`config.mk`:
```
export PLATFORM = sky130hd
export DESIGN_NAME = vga_sync_gen
export DESIGN_NICKNAME = d
export VERILOG_FILES = /design/src/rtl/vga_sync_gen.sv
export SDC_FILE = /design/constraint.sdc
export NUM_CORES = 1
export LEC_CHECK = 0
export ABC_AREA = 1
export CAP_MARGIN = 20
export CORE_UTILIZATION = 40
export CTS_BUF_LIST = sky130_fd_sc_hd__clkbuf_4 sky130_fd_sc_hd__clkbuf_8
export CTS_CLUSTER_DIAMETER = 80
export CTS_CLUSTER_SIZE = 8
export DETAILED_ROUTE_END_ITERATION = 10
export PLACE_DENSITY = 0.74
export SKIP_LAST_GASP = 1
export SLEW_MARGIN = 20
export SYNTH_ARGS = -nofsm -noshare
export SYNTH_HDL_FRONTEND = slang
export SYNTH_SLANG_ARGS = --single-unit
```
`constraint.sdc`:
```
create_clock -name clk -period 3.3 [get_ports clk]
set_input_delay 0.33 -clock clk [delete_from_list [all_inputs] [get_ports clk]]
set_output_delay 0.33 -clock clk [all_outputs]
set_load 0.1 [all_outputs]
```
`src/rtl/vga_sync_gen.sv`:
```
// VGA timing generator: divides the system clock into a pixel enable and
// produces registered sync/active plus raw pixel coordinates and start strobes.
module vga_sync_gen #(
    parameter int CLK_DIV  = 2,
    parameter int H_ACTIVE = 640,
    parameter int H_FP     = 16,
    parameter int H_SYNC   = 96,
    parameter int H_BP     = 48,
    parameter int V_ACTIVE = 480,
    parameter int V_FP     = 10,
    parameter int V_SYNC   = 2,
    parameter int V_BP     = 33,
    parameter bit HS_POL   = 1'b0,
    parameter bit VS_POL   = 1'b0
) (
    input  logic       clk,
    input  logic       rst_n,
    output logic       pix_en,
    output logic       hsync,
    output logic       vsync,
    output logic       active,
    output logic [9:0] x,
    output logic [9:0] y,
    output logic       line_start,
    output logic       frame_start
);
    localparam int H_TOTAL = H_ACTIVE + H_FP + H_SYNC + H_BP;
    localparam int V_TOTAL = V_ACTIVE + V_FP + V_SYNC + V_BP;

    generate
        if (H_TOTAL > 1024 || V_TOTAL > 1024 || CLK_DIV < 1 || CLK_DIV > 16) begin : g_bad_params
            $error("vga_sync_gen: illegal timing parameters");
        end
    endgenerate

    localparam logic [3:0]  DIV_LAST = 4'(CLK_DIV - 1);
    localparam logic [9:0]  H_LAST   = 10'(H_TOTAL - 1);
    localparam logic [9:0]  V_LAST   = 10'(V_TOTAL - 1);
    localparam logic [10:0] HA       = 11'(H_ACTIVE);
    localparam logic [10:0] HS_BEG   = 11'(H_ACTIVE + H_FP);
    localparam logic [10:0] HS_END   = 11'(H_ACTIVE + H_FP + H_SYNC);
    localparam logic [10:0] VA       = 11'(V_ACTIVE);
    localparam logic [10:0] VS_BEG   = 11'(V_ACTIVE + V_FP);
    localparam logic [10:0] VS_END   = 11'(V_ACTIVE + V_FP + V_SYNC);

    logic [3:0]  div_cnt;
    logic        run;
    logic [9:0]  h_cnt, v_cnt;
    logic [9:0]  h_nxt, v_nxt;
    logic [10:0] h_ext, v_ext;

    always_comb begin
        h_nxt = h_cnt + 10'd1;
        v_nxt = v_cnt;
        if (h_cnt == H_LAST) begin
            h_nxt = '0;
            v_nxt = (v_cnt == V_LAST) ? '0 : v_cnt + 10'd1;
        end
    end

    assign h_ext = {1'b0, h_nxt};
    assign v_ext = {1'b0, v_nxt};

    // Sync/active follow the next-state counters so they line up with x/y.
    always_ff @(posedge clk) begin
        if (!rst_n) begin
            div_cnt <= '0;
            run     <= 1'b0;
            h_cnt   <= '0;
            v_cnt   <= '0;
            hsync   <= ~HS_POL;
            vsync   <= ~VS_POL;
            active  <= 1'b1;
        end else begin
            run     <= 1'b1;
            div_cnt <= (div_cnt == DIV_LAST) ? 4'd0 : div_cnt + 4'd1;
            if (pix_en) begin
                h_cnt  <= h_nxt;
                v_cnt  <= v_nxt;
                active <= (h_ext < HA) && (v_ext < VA);
                hsync  <= (h_ext >= HS_BEG && h_ext < HS_END) ? HS_POL : ~HS_POL;
                vsync  <= (v_ext >= VS_BEG && v_ext < VS_END) ? VS_POL : ~VS_POL;
            end
        end
    end

    assign pix_en      = run && (div_cnt == DIV_LAST);
    assign line_start  = pix_en && (h_cnt == 10'd0);
    assign frame_start = line_start && (v_cnt == 10'd0);
    assign x           = h_cnt;
    assign y           = v_cnt;
endmodule

```
## Word-level counts from Yosys, hierarchy flattened

Index checks and enable logic that the tools add are counted.

| operators by class | value |
|---|---|
| add/subtract/negate cells | 3 |
| magnitude comparators | 6 |
| equality and inequality tests | 3 |
| mux-type cells | 6 |
| bitwise gates (word level) | 1 |
| reductions and logical operators | 9 |

Operator list:

| cell | number |
|---|---|
| $mux W10 | 3 |
| $add A10 B1 Y10 const B | 2 |
| $eq A10 B10 Y1 const B | 2 |
| $logic_not A10 Y1 | 2 |
| $lt A10 B10 Y1 const B | 2 |
| $lt A10 B9 Y1 const B | 2 |
| $ge A10 B10 Y1 const B | 1 |
| $ge A10 B9 Y1 const B | 1 |
| $logic_and A1 B1 Y1 | 6 |
| $add A4 B1 Y4 const B | 1 |
| $eq A4 B1 Y1 const B | 1 |
| $mux W1 | 3 |
| $reduce_or A2 Y1 | 1 |
| $not A1 Y1 | 1 |

| storage, ports and cells | value |
|---|---|
| register bits | 28 |
| input port bits | 2 |
| word-level logic and storage cells | 35 |

## Longest topological paths before layout

Gate-level depths: netlist (run 1).

| depth | value |
|---|---|
| depth in word-level cells | 6 |
| depth in mapped cells | 12 |
| gate-level depth less buffers | 12 |

## Least setup slack after synthesis (run 1)

Ideal clock, no wire load.

| timing | value |
|---|---|
| kind | register to output |
| from | register h_cnt[1], in the netlist x[1] |
| to | output port frame_start |
| arrival time | 6497 ps |
| data required time | 2970 ps |
| setup slack | -3527 ps |
| cell stages (with the launch flop) | 7 |
| cell sequence | dfxtp_1 > inv_1 > ha_1 > nand4_1 > or2_2 > nor4_1 > nor3b_1 |

| between the ends | value |
|---|---|
| cells in the longest elaborated chain, start to end | 3 |

Ends and longest elaborated chain:

| item | RTL line | text |
|---|---|---|
| start: declaration | 48 | `logic [9:0] h_cnt, v_cnt;` |
| start signal: assignment | 78 | `h_cnt <= h_nxt;` |
| $logic_not A10 Y1 | 88 | `assign line_start = pix_en && (h_cnt == 10'd0);` |
| $logic_and A1 B1 Y1 | 88 |  |
| via line_start | 24 | `output logic line_start,` |
| $logic_and A1 B1 Y1 | 89 | `assign frame_start = line_start && (v_cnt == 10'd0);` |
| end: declaration | 25 | `output logic frame_start` |

The timed path passes the listed nets, and every way through them passes these cells.

## Final worst setup path (run 1)

| timing | value |
|---|---|
| from | register div_cnt[0] |
| to | output port pix_en |

| between the ends | value |
|---|---|
| cells in the longest elaborated chain, start to end | 2 |

Ends and longest elaborated chain:

| item | RTL line | text |
|---|---|---|
| start: declaration | 46 | `logic [3:0] div_cnt;` |
| start signal: assignment | 76 | `div_cnt <= (div_cnt == DIV_LAST) ? 4'd0 : div_cnt + 4'd1;` |
| $eq A4 B1 Y1 | 87 | `assign pix_en = run && (div_cnt == DIV_LAST);` |
| $logic_and A1 B1 Y1 | 87 |  |
| end: declaration | 18 | `output logic pix_en,` |

No other way between the ends.

==> impl_metrics.py, run 1 <==
metrics = {
    "status": {
        "status": "finished clean",
    },
    "yosys": {
        "synth_area_leader_cell": "dfxtp_1",
        "synth_top_family_by_area": "simple AND/OR/NAND/NOR gates",
        "syn-num-nets": 274,
        "synth-compound-area-share_pct": 15.04,
        "synth_edf_count": 0,
        "synth.top_cell.area_share_pct": 32.56,
        "netlist_top_cells_count": "60 x nand2_1, 40 x inv_1, 31 x nor2_1",
        "yosysWarnings": 0,
        "synthSimpleGateAreaFrac_pct": 35.25,
        "yosys-top-cells-area": "dfxtp_1 33%, nand2_1 13%, inv_1 8.7%",
        "synth_ff_type": "dfxtp_1",
        "yosysMostFrequentCell": "nand2_1",
        "synth_mux_area_share_pct": 0,
        "synthArstFlopShare_pct": 0,
        "synth_cell_types": 29,
        "ys_seq_area_share_pct": 32.56,
        "synth_adder_area_share_pct": 4.360,
        "syn_inst": 266,
        "yosys.area_share.xor_xnor_pct": 1.526,
        "ys_ff_latch": 28,
        "avgSynthCellArea_um2": 6.472,
        "synth_area_mm2": 0.001722,
    },
    "place": {
        "dp_hpwl_um": 2954,
        "gp_congestion": 0.8117,
        "port-buffer-count": 27,
    },
    "route": {
        "vias_per_cell": 5.067,
        "drc": 0,
        "drt-wirelength-per-cell_um": 11.75,
        "vias": 1733,
        "drt-initial-drc-count": 83,
        "drt-pass1-iter-count": 4,
        "wl_um": 4019,
        "ant_nets": 0,
    },
    "power": {
        "leakage_nw": 0.9356,
        "swShare_pct": 44.92,
        "p_int_mw": 0.5876,
        "seq_power_share_pct": 38.8,
        "clkPwrFrac_pct": 20.7,
        "power_density_mw_per_mm2": 494.9,
        "combPwrFrac_pct": 40.5,
        "power_mw": 1.067,
        "netSwitchingPower_mw": 0.4793,
        "ir_drop_v": 0.0003649,
    },
    "floorplanning": {
        "die_x_um": 67.61,
        "start_util_pct": 42.43,
        "fp-row-count": 23,
        "io_pins": 28,
        "die_h_um": 67.61,
        "coreArea_mm2": 0.004058,
        "die_area_mm2": 0.004570,
    },
    "min_path": {
        "hp-class": "flop to flop",
        "hp-start": "div_cnt[0]",
        "holdPathStages": 1,
        "hold_path_end": "div_cnt[0]",
    },
    "worst_setup_path": {
        "r2r-start": "div_cnt[0]",
        "cp_max_fo": 30,
        "setup.worst_path.start_class": "flop",
        "ff2ff_setup_slack_ps": 1210,
        "r2r_cells": 5,
        "worstPathArrival_ps": 2200,
        "critPathCaptureType": "output port",
        "path_class": "flop to output port",
        "r2r_end": "y[3]",
        "cp_data_required_time_ps": 2970,
    },
    "layout": {
        "area_growth_pct": 25.22,
        "n_antenna_cell": 0,
        "drive_gt1_share_pct": 10.62,
        "fillers": 388,
        "multi_input_area_mm2": 0.001008,
        "ff_latch_area_um2": 583.1,
        "finalNetCount": 301,
    },
    "grt": {
        "grt_pass1_vias": 1602,
        "grt_pass1_wl_um": 6789,
        "grt_max_degree": 31,
        "grt_overflow_total": 0,
        "antenna_found_initial": 0,
        "grt_usage_pct": 19.35,
    },
    "clock_tree": {
        "cts_setup_buffers": 0,
        "clockBufferDepth": 2,
        "clkTransAtPathRegs_ps": 90,
        "cts_num_sinks": 28,
        "cts_hold_buf": 0,
        "cts_tree": "yes",
        "clk_latency_ps": 280,
        "cts_resized": 0,
        "cts_root_buf": "clkbuf_8",
        "htree_levels": 1,
        "cts_made_buffers": 3,
    },
    "sta": {
        "fmax_mhz": 394.6,
        "setup_viol": 0,
        "hold_viol_final": 0,
        "fin_skew_ps": 10.80,
        "period_share_pct": 76.79,
        "slew_violations": 0,
        "tns_ps": 0,
        "tightest_slew_ps": 973.2,
        "whs_ps": 480.7,
        "rsz0062_at_grt": "false",
        "post-route-min-period_ps": 2534,
        "slew_headroom_pct": 34.92,
    },
    "job": {
        "drv_cap": 0,
    },
}
layout make-up:
| cell class | instances | area share (%) |
|---|---|---|
| repair buffers | 29 | 13.46 |
| well taps | 50 | 2.902 |
| inverters | 41 | 7.255 |
| flip-flops and latches | 28 | 27.05 |
| multi-input cells | 190 | 46.78 |
| clock buffers | 4 | 2.554 |
worst max-delay path, cell delays in order, from the launching register on:
cell and delay (ps):
dfxtp_1 390, ha_1 190, nand4_1 310, inv_1 770, buf_12 260
worst max path at each step:
stage	startpoint	endpoint	slack, ps	depth (start not counted)
2_1_floorplan	x[1]	frame_start	-70	6
3_3_place_gp	div_cnt[0]	pix_en	1160	4
3_5_place_dp	div_cnt[0]	pix_en	1100	4
4_1_cts	div_cnt[0]	pix_en	770	4
5_1_grt	div_cnt[0]	pix_en	590	4
6_report	div_cnt[0]	pix_en	770	4
per-stage QoR:
step           util (%)  setup WS [ps]  area [um^2]  std cells
6_report          53.13          766.0         2156        342
5_1_grt           53.13          592.0         2156        342
4_1_cts           53.13          766.5         2156        342
3_5_place_dp      51.77           1096         2101        338
3_3_place_gp      51.77           1163         2101        338
2_1_floorplan         -         -70.12         1788        266
flip-flops by register name, indices dropped and copies added, names as in the netlist:
| name | count |
|---|---|
| y | 10 |
| hsync | 1 |
| div_cnt | 4 |
| run | 1 |
| vsync | 1 |
| x | 10 |
| active | 1 |
cells in the final DEF (no fill, tap or decap), types with 2 or more instances in the layout:
cell and count:
a211oi_1 2, a21oi_1 19, buf_4 4, clkbuf_8 4
clkdlybuf4s50_1 24, dfxtp_1 20, dfxtp_2 3, dfxtp_4 5
ha_1 5, inv_1 38, nand2_1 60, nand2_2 2
nand3_1 20, nand4_1 9, nor2_1 31, nor2_4 2
o211ai_1 2, o21ai_0 24, or2_4 2, xor2_1 2
power by group through the flow:
stage | registers [mW] | logic, mW | clock network [mW]
floorplan | 0.594 | 0.164 | 0
global placement | 0.421 | 0.428 | 0
detailed placement | 0.422 | 0.432 | 0
CTS | 0.414 | 0.433 | 0.226
global route | 0.422 | 0.460 | 0.238
finish | 0.414 | 0.432 | 0.220
per-layer routing:
layer  part of all wire, %  track usage, %
met1                    50           24.01
met2                    46           33.66
met3                   3.6           4.561
met4                  0.47           3.723
met5                     0               0
cells by family after synthesis:
family | after synthesis
xor+xnor | 3
compound gates | 49
simple gates | 132
flops | 28
fa+ha+maj | 6
buf+inv | 48
No activity file was read; power rests on OpenSTA's default activity.
==> inputs of run 2 (changes only) <==
==> constraint.sdc (replaced) <==
create_clock -name clk -period 2.5 [get_ports clk]
set_input_delay 0.25 -clock clk [delete_from_list [all_inputs] [get_ports clk]]
set_output_delay 0.25 -clock clk [all_outputs]
set_load 0.1 [all_outputs]
==> impl_metrics.py, run 2 (synthesis results as in run 1) <==
metrics = {
    "grt": {
        "grt_usage_pct": 19.05,
        "top_usage_layer": "met2",
        "grtUsageMet2_pct": 34.16,
        "met3_usage_pct": 1.689,
        "grt_pass1_vias": 1557,
        "antenna_found_initial": 0,
        "grt_overflow_total": 0,
        "grt_max_degree": 31,
        "met1_usage_pct": 24.70,
        "grt_pass1_wl_um": 6755,
    },
    "clock_tree": {
        "cts_hold_buf": 0,
        "clk_latency_ps": 270,
        "cts_resized": 0,
        "cts_made_buffers": 3,
        "cts_setup_buffers": 0,
        "cts_num_sinks": 28,
        "clkTransAtPathRegs_ps": 100,
        "cts_tree": "yes",
        "clockBufferDepth": 2,
        "htree_levels": 1,
        "cts_root_buf": "clkbuf_8",
    },
    "route": {
        "drt-pass1-iter-count": 4,
        "drt-initial-drc-count": 75,
        "drc": 0,
        "vias_per_cell": 5.149,
        "ant_nets": 0,
        "drt-wirelength-per-cell_um": 11.66,
        "vias": 1766,
        "wl_um": 4000,
    },
    "worst_setup_path": {
        "cp_cell_sequence": "inv_4 -> ha_4 -> nand4_1 -> or2_4 -> nor4_4 -> nor3b_4 -> buf_12",
        "path_buf_inv": 2,
        "critPathCaptureType": "output port",
        "critPathMaxStageDelay_ps": 380,
        "setup.worst_path.start_class": "flop",
        "critPathSlowestCell": "dfxtp_4",
        "cpLargestDelayFamily": "simple AND/OR/NAND/NOR gates",
        "path_class": "flop to output port",
        "cp_max_fo": 4,
        "worstPathArrival_ps": 1950,
        "ff2ff_setup_slack_ps": 550,
        "r2r-start": "x[0]",
        "r2r_end": "vsync",
        "r2r_cells": 12,
        "cp_data_required_time_ps": 2250,
    },
    "sta": {
        "rsz0062_at_grt": "false",
        "setup_viol": 0,
        "fmax_mhz": 454.6,
        "hold_viol_final": 0,
        "setup_slack_ps": 300.4,
        "tns_ps": 0,
        "slew_headroom_pct": 74.00,
        "slew_violations": 0,
        "whs_ps": 484.6,
        "period_share_pct": 87.99,
        "post-route-min-period_ps": 2200,
        "fin_skew_ps": 9.215,
        "tightest_slew_ps": 389.1,
    },
    "floorplanning": {
        "io_pins": 28,
        "start_util_pct": 42.43,
        "coreArea_mm2": 0.004058,
        "die_h_um": 67.61,
        "die_area_mm2": 0.004570,
        "die_x_um": 67.61,
        "fp-row-count": 23,
    },
    "min_path": {
        "hp-class": "flop to flop",
        "hp-start": "div_cnt[0]",
        "holdPathStages": 1,
        "hold_path_end": "div_cnt[0]",
    },
    "place": {
        "dp_hpwl_um": 2967,
        "dpl_worst_slack_ps": 581.3,
        "port-buffer-count": 27,
        "placed_area_mm2": 0.002076,
        "gp_congestion": 0.8244,
    },
    "layout": {
        "finalNetCount": 302,
        "fillers": 395,
        "design_area_mm2": 0.002147,
        "final_util_pct": 52.91,
        "n_antenna_cell": 0,
        "mostFrequentLayoutCells": "60 x nand2_1, 38 x inv_1, 31 x nor2_1, 26 x buf_4, 24 x o21ai_0",
        "area_growth_pct": 24.71,
        "final_common_cell": "nand2_1",
        "drive_gt1_share_pct": 18.77,
    },
    "power": {
        "ir_drop_v": 0.0005006,
        "leakage_nw": 0.9911,
        "power_density_mw_per_mm2": 684.0,
    },
    "job": {
        "drv_cap": 0,
    },
    "status": {
        "status": "finished clean",
    },
}
[run 2: changes by cell type in the layout (fill, tap and decap cells not counted)]
cell | before | now
buf_12 | 1 | 3
clkdlybuf4s50_1 | 24 | 1
bufinv_16 | 0 | 1
clkbuf_8 | 4 | 3
buf_4 | 4 | 26
[run 2: layout make-up]
| cell class | instances | area [um^2] | share of cell area [%] |
|---|---|---|---|
| Sequential cell | 28 | 583.1 | 27.16 |
| Timing Repair Buffer | 30 | 265.3 | 12.35 |
| Multi-Input combinational cell | 190 | 1008 | 46.97 |
| Tap cell | 50 | 62.56 | 2.914 |
| Clock inverter | 1 | 30.03 | 1.399 |
| Inverter | 41 | 156.4 | 7.284 |
| Clock buffer | 3 | 41.29 | 1.923 |
[run 2: worst max path at each step]
stage / startpoint / endpoint / slack [ps] / cells after the start
after floorplan: x[1] / frame_start / -790 / 6
after global placement: x[0] / vsync / 610 / 12
after detailed placement: x[0] / vsync / 580 / 12
after CTS: x[0] / frame_start / 290 / 7
after global routing: x[0] / frame_start / 220 / 7
final: x[1] / frame_start / 300 / 7
[run 2: per-layer routing]
metal,up-vias,routed length [um]
li1,917,-
met2,40,1875
met5,-,0
met3,2,194
met1,807,1923
met4,0,7
[run 2: through the flow]
stage	cells	power [mW]
5_1_grt	343	1.543
3_5_place_dp	339	1.124
6_report	343	1.469
2_1_floorplan	266	1.001
4_1_cts	343	1.478
3_3_place_gp	339	1.117
[run 2: where the power goes]
group / switching, mW / internal (mW) / total, mW
combinational: 0.423 / 0.142 / 0.565
sequential: 0.0595 / 0.488 / 0.548
clock: 0.142 / 0.214 / 0.356
==> inputs of run 3 (changes only) <==
--- a/config.mk
+++ b/config.mk
@@ -6,12 +6,14 @@
 export NUM_CORES = 1
 export LEC_CHECK = 0
 export ABC_AREA = 1
+export ABC_CLOCK_PERIOD_IN_PS = 2500
 export CAP_MARGIN = 20
 export CORE_UTILIZATION = 40
 export CTS_BUF_LIST = sky130_fd_sc_hd__clkbuf_4 sky130_fd_sc_hd__clkbuf_8
 export CTS_CLUSTER_DIAMETER = 80
 export CTS_CLUSTER_SIZE = 8
 export DETAILED_ROUTE_END_ITERATION = 10
+export GPL_ROUTABILITY_DRIVEN = 0
 export PLACE_DENSITY = 0.74
 export SKIP_LAST_GASP = 1
 export SLEW_MARGIN = 20
==> results of run 3 <==
Same layout as run 2: the final DEF is identical, and so are final timing and power.
